===== config.mk =====
export PLATFORM = sky130hd
export DESIGN_NAME = vga_timing_gen
export DESIGN_NICKNAME = d
export VERILOG_FILES = /design/src/rtl/vga_timing_gen.sv
export SDC_FILE = /design/constraint.sdc
export NUM_CORES = 1
export LEC_CHECK = 0
export CAP_MARGIN = 20
export CORE_MARGIN = 8
export CORE_UTILIZATION = 50
export DETAILED_ROUTE_END_ITERATION = 10
export GPL_TIMING_DRIVEN = 0
export PLACE_DENSITY = 0.88
export SLEW_MARGIN = 20
export SYNTH_ARGS = -nofsm -noshare
export SYNTH_HDL_FRONTEND = slang
export SYNTH_SLANG_ARGS = --single-unit
export TNS_END_PERCENT = 20

===== constraint.sdc =====
create_clock -name clk -period 2.8 [get_ports clk]
set_input_delay 0.56 -clock clk [delete_from_list [all_inputs] [get_ports clk]]
set_output_delay 0.56 -clock clk [all_outputs]
set_load 0.005 [all_outputs]

===== src/rtl/vga_timing_gen.sv =====
// vga_timing_gen
// Raster timing generator for a 640x480@60 DVI/VGA frame (defaults). The generator
// produces the pixel position counters and the sync, data-enable and start pulses
// that the pixel/draw stage consumes. xpos==0 && ypos==0 marks the first active pixel.
//
// Ports
//   clk         in   1   pixel clock
//   rst         in   1   synchronous active-high reset
//   ce          in   1   pixel enable; all state holds while low
//   xpos        out  10  horizontal position, 0..H_TOTAL-1
//   ypos        out  10  vertical position, 0..V_TOTAL-1
//   hsync       out  1   horizontal sync, asserted level = SYNC_POL
//   vsync       out  1   vertical sync, asserted level = SYNC_POL
//   de          out  1   high inside the visible window
//   line_start  out  1   single-cycle pulse at xpos==0
//   frame_start out  1   single-cycle pulse at xpos==0 && ypos==0
//   pattern     out  24  RGB888 colour bars (only with VGA_TIMING_TEST_PATTERN_EN)
//
// Optional feature: define VGA_TIMING_TEST_PATTERN_EN to build the colour-bar
// test pattern output.
//
// Every output is registered from the next counter values, so all outputs describe
// the xpos/ypos presented in the same cycle.

module vga_timing_gen #(
   parameter int H_ACTIVE = 640,
   parameter int H_FP     = 16,
   parameter int H_SYNC   = 96,
   parameter int H_BP     = 48,
   parameter int V_ACTIVE = 480,
   parameter int V_FP     = 10,
   parameter int V_SYNC   = 2,
   parameter int V_BP     = 33,
   parameter bit SYNC_POL = 1'b0
) (
   input  logic        clk,
   input  logic        rst,
   input  logic        ce,
   output logic [9:0]  xpos,
   output logic [9:0]  ypos,
   output logic        hsync,
   output logic        vsync,
   output logic        de,
   output logic        line_start,
`ifdef VGA_TIMING_TEST_PATTERN_EN
   output logic        frame_start,
   output logic [23:0] pattern
`else
   output logic        frame_start
`endif
);

   localparam int H_TOTAL = H_ACTIVE + H_FP + H_SYNC + H_BP;
   localparam int V_TOTAL = V_ACTIVE + V_FP + V_SYNC + V_BP;

   generate
      if (H_TOTAL > 1024 || V_TOTAL > 1024) begin : g_bad_geometry
         $error("vga_timing_gen: H_TOTAL and V_TOTAL must both be <= 1024");
      end
   endgenerate

   localparam logic [9:0] H_MAX    = 10'(H_TOTAL - 1);
   localparam logic [9:0] V_MAX    = 10'(V_TOTAL - 1);
   localparam logic [9:0] H_ACT    = 10'(H_ACTIVE);
   localparam logic [9:0] V_ACT    = 10'(V_ACTIVE);
   localparam logic [9:0] HS_START = 10'(H_ACTIVE + H_FP);
   localparam logic [9:0] HS_END   = 10'(H_ACTIVE + H_FP + H_SYNC - 1);
   localparam logic [9:0] VS_START = 10'(V_ACTIVE + V_FP);
   localparam logic [9:0] VS_END   = 10'(V_ACTIVE + V_FP + V_SYNC - 1);

   logic       x_last;
   logic       y_last;
   logic [9:0] next_x;
   logic [9:0] next_y;
   logic       next_hsync;
   logic       next_vsync;
   logic       next_de;

   always_comb begin
      x_last     = (xpos == H_MAX);
      y_last     = (ypos == V_MAX);
      next_x     = x_last ? 10'd0 : xpos + 10'd1;
      next_y     = ypos;
      if (x_last) begin
         next_y = y_last ? 10'd0 : ypos + 10'd1;
      end
      next_hsync = (next_x >= HS_START && next_x <= HS_END) ? SYNC_POL : ~SYNC_POL;
      next_vsync = (next_y >= VS_START && next_y <= VS_END) ? SYNC_POL : ~SYNC_POL;
      next_de    = (next_x < H_ACT) && (next_y < V_ACT);
   end

   always_ff @(posedge clk) begin
      if (rst) begin
         xpos        <= H_MAX;
         ypos        <= V_MAX;
         hsync       <= ~SYNC_POL;
         vsync       <= ~SYNC_POL;
         de          <= 1'b0;
         line_start  <= 1'b0;
         frame_start <= 1'b0;
      end else if (ce) begin
         xpos        <= next_x;
         ypos        <= next_y;
         hsync       <= next_hsync;
         vsync       <= next_vsync;
         de          <= next_de;
         line_start  <= (next_x == 10'd0);
         frame_start <= (next_x == 10'd0) && (next_y == 10'd0);
      end else begin
         // Pulses are dropped while stalled so each position emits them only once.
         line_start  <= 1'b0;
         frame_start <= 1'b0;
      end
   end

`ifdef VGA_TIMING_TEST_PATTERN_EN
   // Bars are tracked with a width counter restarted at the line start, which
   // avoids dividing xpos by the bar width. bar_idx wraps past the visible
   // region, which is harmless because the colour is gated by de.
   localparam logic [9:0] BAR_MAX = 10'((H_ACTIVE / 8) - 1);

   logic [9:0]  bar_cnt;
   logic [2:0]  bar_idx;
   logic [9:0]  next_bar_cnt;
   logic [2:0]  next_bar_idx;
   logic [23:0] next_pattern;

   always_comb begin
      next_bar_cnt = bar_cnt + 10'd1;
      next_bar_idx = bar_idx;
      if (next_x == 10'd0) begin
         next_bar_cnt = 10'd0;
         next_bar_idx = 3'd0;
      end else if (bar_cnt == BAR_MAX) begin
         next_bar_cnt = 10'd0;
         next_bar_idx = bar_idx + 3'd1;
      end
      case (next_bar_idx)
         3'd0:    next_pattern = 24'hFFFFFF;
         3'd1:    next_pattern = 24'hFFFF00;
         3'd2:    next_pattern = 24'h00FFFF;
         3'd3:    next_pattern = 24'h00FF00;
         3'd4:    next_pattern = 24'hFF00FF;
         3'd5:    next_pattern = 24'hFF0000;
         3'd6:    next_pattern = 24'h0000FF;
         default: next_pattern = 24'h000000;
      endcase
      if (!next_de) begin
         next_pattern = 24'h000000;
      end
   end

   always_ff @(posedge clk) begin
      if (rst) begin
         bar_cnt <= 10'd0;
         bar_idx <= 3'd0;
         pattern <= 24'h000000;
      end else if (ce) begin
         bar_cnt <= next_bar_cnt;
         bar_idx <= next_bar_idx;
         pattern <= next_pattern;
      end
   end
`endif

endmodule

; Yosys cells after proc, flatten, opt, wreduce, memory -nomap -nowiden
; Cells that the tools add are included.
; W data, S select, Z words.
[totals]
ff_bits = 25
out_inout_bits = 25
in_bits = 3
wordCells = 30
[op_classes]
bitwise_logic = 1
n_reduce_logical = 7
magnitude_cmp = 6
mux = 5
add_sub_neg = 2
n_eq_ne = 2
[op_table]
columns = op, n
row1 = $mux W10, 3
row2 = $add A10 B1 Y10 const B, 2
row3 = $eq A10 B10 Y1 const B, 2
row4 = $logic_not A10 Y1, 2
row5 = $ge A10 B10 Y1 const B, 1
row6 = $ge A10 B9 Y1 const B, 1
row7 = $le A10 B10 Y1 const B, 1
row8 = $le A10 B9 Y1 const B, 1
row9 = $lt A10 B10 Y1 const B, 1
row10 = $lt A10 B9 Y1 const B, 1
row11 = $logic_and A1 B1 Y1, 4
row12 = $mux W1, 2
row13 = $reduce_or A2 Y1, 1
row14 = $not A1 Y1, 1

; Longest topological paths before layout
[depth]
ltp_word = 6
ltp_mapped = 8
depth_no_buf = 8

; Worst setup path before layout
; Ideal clock, no wire load.
[synth_timing]
kind = reg2reg
from = register xpos[0]
to = register ypos[4]
path_slack_ns = 0.677
n_path_buf = 0
arrival_time_ns = 2.052
setup_time_ns = 0.071
t_required_ns = 2.729
path_stages_with_launch = 7
synth_period_minus_slack_ns = 2.123
path_cell_list = dfxtp_1 -> ha_1 -> nand4_2 -> nor4_4 -> nand2_4 -> or4_1 -> a21oi_1
[synth_between]
elab_chain_len = 2
[synth_rtl]
columns = element, line_no
row1 = start: declaration, 39  ; output logic [9:0] xpos,
row2 = start signal: assignment, 102  ; xpos <= next_x;
row3 = $eq A10 B10 Y1, 80  ; x_last = (xpos == H_MAX);
row4 = $mux W10, 84  ; if (x_last) begin
row5 = end signal: assignment, 103  ; ypos <= next_y;
row6 = end: declaration, 40  ; output logic [9:0] ypos,
; No other way between the ends.
; A chain may end at the register's enable or synchronous reset.

; Final worst setup path
[layout_timing]
from = register xpos[0]
to = register frame_start
[layout_between]
elab_chain_len = 4
elab_cells_between_ends = 7
classes_between = add/sub (1) / eq/ne (1) / mux (2) / reduce/logical (3)
[layout_rtl]
columns = element, line_no
row1 = $add A10 B1 Y10 or $eq A10 B10 Y1 (tied branches), "82, 80"
row2 = "$mux W10, on equally long branches", "82, 84"
row3 = $logic_not A10 Y1, 108  ; frame_start <= (next_x == 10'd0) && (next_y == 10'd0);
row4 = $logic_and A1 B1 Y1 (*), 108
row5 = end signal: assignment, 108
row6 = end: declaration, 49  ; output logic frame_start
; Mark *: on every way between the ends. The rest lies on a longest branch, timed or not.

==> flow_summary.yaml <==
timing:
  setup_tns_ps: 0
  setup_violations: 0
  setup_slack_ps: 217
  layout_min_cycle_time_ps: 2580
  maxSlewViolCount: 0
  rsz0062_at_grt: "no"
  slew_headroom: 0.493
  fmax_mhz: 387
  finalCritPeriodShare: 0.923
  skew_ps: 14.2
  tightestPinTransition_ps: 754
  hold_violations: 0
power:
  vdd_drop_max_mv: 0.224
  p_per_area_mw_per_mm2: 483
  cellLeakagePower_uw: 0.000752
worst_setup_path:
  crit_fanout: 10
  cp.arrival_ps: 2860
  worstPathCellList: "ha_1 > nand4_2 > nor4_4 > a21oi_1 > nor4_1 > and4bb_1"
  end_kind: "flip-flop"
  critical_path_class: "flip-flop to flip-flop"
  crit_start: "xpos[0]"
  required_ps: 3080
  start_kind: "flip-flop"
  crit_slowest_cell: "nor4_4"
  critical_path.top_delay_family: "simple AND/OR/NAND/NOR gates"
  crit_buf_inv: 0
  rr_startpoint: "xpos[0]"
  max_stage_delay_ps: 620
synth:
  ys_dominant_reg_cell: "dfxtp_1"
  synth_cell_types: 55
  yosysWarnings: 0
  synth_edf_count: 0
  synth_top_cell_area_share: 0.297
  syn_avg_cell_area_sq_um: 7.92
  synth_area_leaders: "dfxtp_1 (30%), nor2_1 (5.6%), a21oi_1 (4.2%)"
  synth_seq_cells: 25
  synthCells: 213
  async_reset_ff_frac: 0
  synth_area_sq_mm: 0.00169
  syn_nets: 220
  yosys.area.top_type: "dfxtp_1"
  seq_area_frac_synth: 0.297
layout:
  drive_gt1_frac: 0.0943
  n_antenna_cell: 0
  final_common_cell: "clkdlybuf4s50_1"
  area_delta_synth_final_pct: 21.1
  fillers: 293
  final_cell_mix: "clkdlybuf4s50_1 (27), nor2_1 (25), dfxtp_1 (25), a21oi_1 (14), nand2_1 (13)"
  final_cells: 290
  layout.nets: 252
  finalCoreUtilization: 0.622
place:
  place_congestion: 0.916
  dp_slack_ps: 325
  dpl.hpwl_microns: 3130
  place_inst: 286
  io_buffers: 27
detailed_routing:
  drc: 0
  wl_microns: 4310
  drt-initial-drc-count: 162
  vias: 1704
  first_pass_iters: 4
  viasPerCell: 5.88
  ant_nets: 0
  wl_per_cell_microns: 14.8
worst_hold_path:
  hp-start: "de"
  min_path_type: "flip-flop to flip-flop"
cts:
  post-cts-setup-buffers: 0
  cts.repair.resized: 0
  path_clk_slew_ps: 150
  clock_latency_ps: 340
  tritoncts: "built"
  cts-root-buf: "clkbuf_4"
  cts-buffers-inserted: 3
  holdBufCountCts: 0
  cts_sinks: 25
  cts_max_level: 1
  max-clock-path-buffers: 2
floorplanning:
  dieHeight_microns: 74.1
  rows: 21
  start_util: 0.514
  die_x_microns: 74.1
  io_pins: 28
  dieArea_sq_mm: 0.00549
  fp.coreArea_sq_mm: 0.00328
global_route:
  grt_pass1_wl_microns: 7340
  grt_start_max_net_pins: 15
  grtUsageTotal: 0.167
  grt_overflow: 0
  antenna_found_initial: 0
  grt_pass1_vias: 1624
job:
  max_cap_viol_count: 0
outcome:
  status: "completed"
==> area by class of cell <==
type / count / area, sq um / area share
clock inverters: 1 / 5.00 / 0.00245
flip-flops and latches: 25 / 500 / 0.245
repair buffers: 27 / 270 / 0.132
clock buffers: 3 / 22.5 / 0.0110
well taps: 46 / 57.6 / 0.0282
inverters: 7 / 26.3 / 0.0129
plain buffers: 13 / 66.3 / 0.0325
multi-input cells: 168 / 1090 / 0.536
==> report_power, final <==
group          total (uW)  switching [uW]  internal (uW)  leakage, uW
Combinational         393             219            175     0.000531
Clock                 174             120           53.8    0.0000177
Sequential            419            39.3            380     0.000204
==> through the flow <==
stage          area, sq um  hold slack, ps  total power, uW
6_report              2040             479              986
5_1_grt               2040             507             1050
4_1_cts               2040             480              984
3_5_place_dp          2010             459              811
3_3_place_gp          2010             459              803
2_1_floorplan         1690             448              693
==> worst paths after layout <==
path                                    end  slack, ps  depth (start not counted)
worst max-delay path            frame_start        220                          6
worst min-delay path                     de        480                          2
worst max register to register  frame_start        220                          6
worst min register to register           de        480                          2
==> synth_stat cells, types with 5 or more instances <==
cell      count
nor3_1       10
a21oi_1      14
nand4_1       7
nand3_1      10
buf_2         5
clkbuf_1      6
nor2_1       25
a31oi_1       6
dfxtp_1      25
xor2_1        7
xnor2_1       5
nand2_1      13
inv_1         7
o21ai_0      11
==> cell families after synthesis <==
group / count (synthesis) / share of synthesized area
and+or+nand+nor: 99 / 0.348
AOI/OAI and AO/OA: 52 / 0.203
DFF: 25 / 0.297
buffers and inverters: 20 / 0.0549
xor gates and xnor gates: 12 / 0.0623
adders and majority gates: 4 / 0.0297
muxes: 1 / 0.00593
==> sequential cells by signal, indices dropped and copies added (netlist names) <==
name and cells:
vsync 1, line_start 1, ypos 10, xpos 10, frame_start 1, hsync 1, de 1
==> worst register-to-register path: cells and delay by family (launching register included) <==
| kind | cells | cell delay, ps |
|---|---|---|
| AND/OR/NAND/NOR | 4 | 1600 |
| flip-flops | 1 | 480 |
| adder cells (fa/ha/maj) | 1 | 330 |
| AO/OA/AOI/OAI | 1 | 120 |
==> layer usage <==
metal	vias to the layer above	GRT usage	wire length, microns
li1	849	-	-
met1	801	0.215	1970
met2	49	0.258	2030
met3	5	0.0229	237
met4	0	0.0953	63
met5	-	0	0
Note: power is estimated with default switching activity, not from simulation.
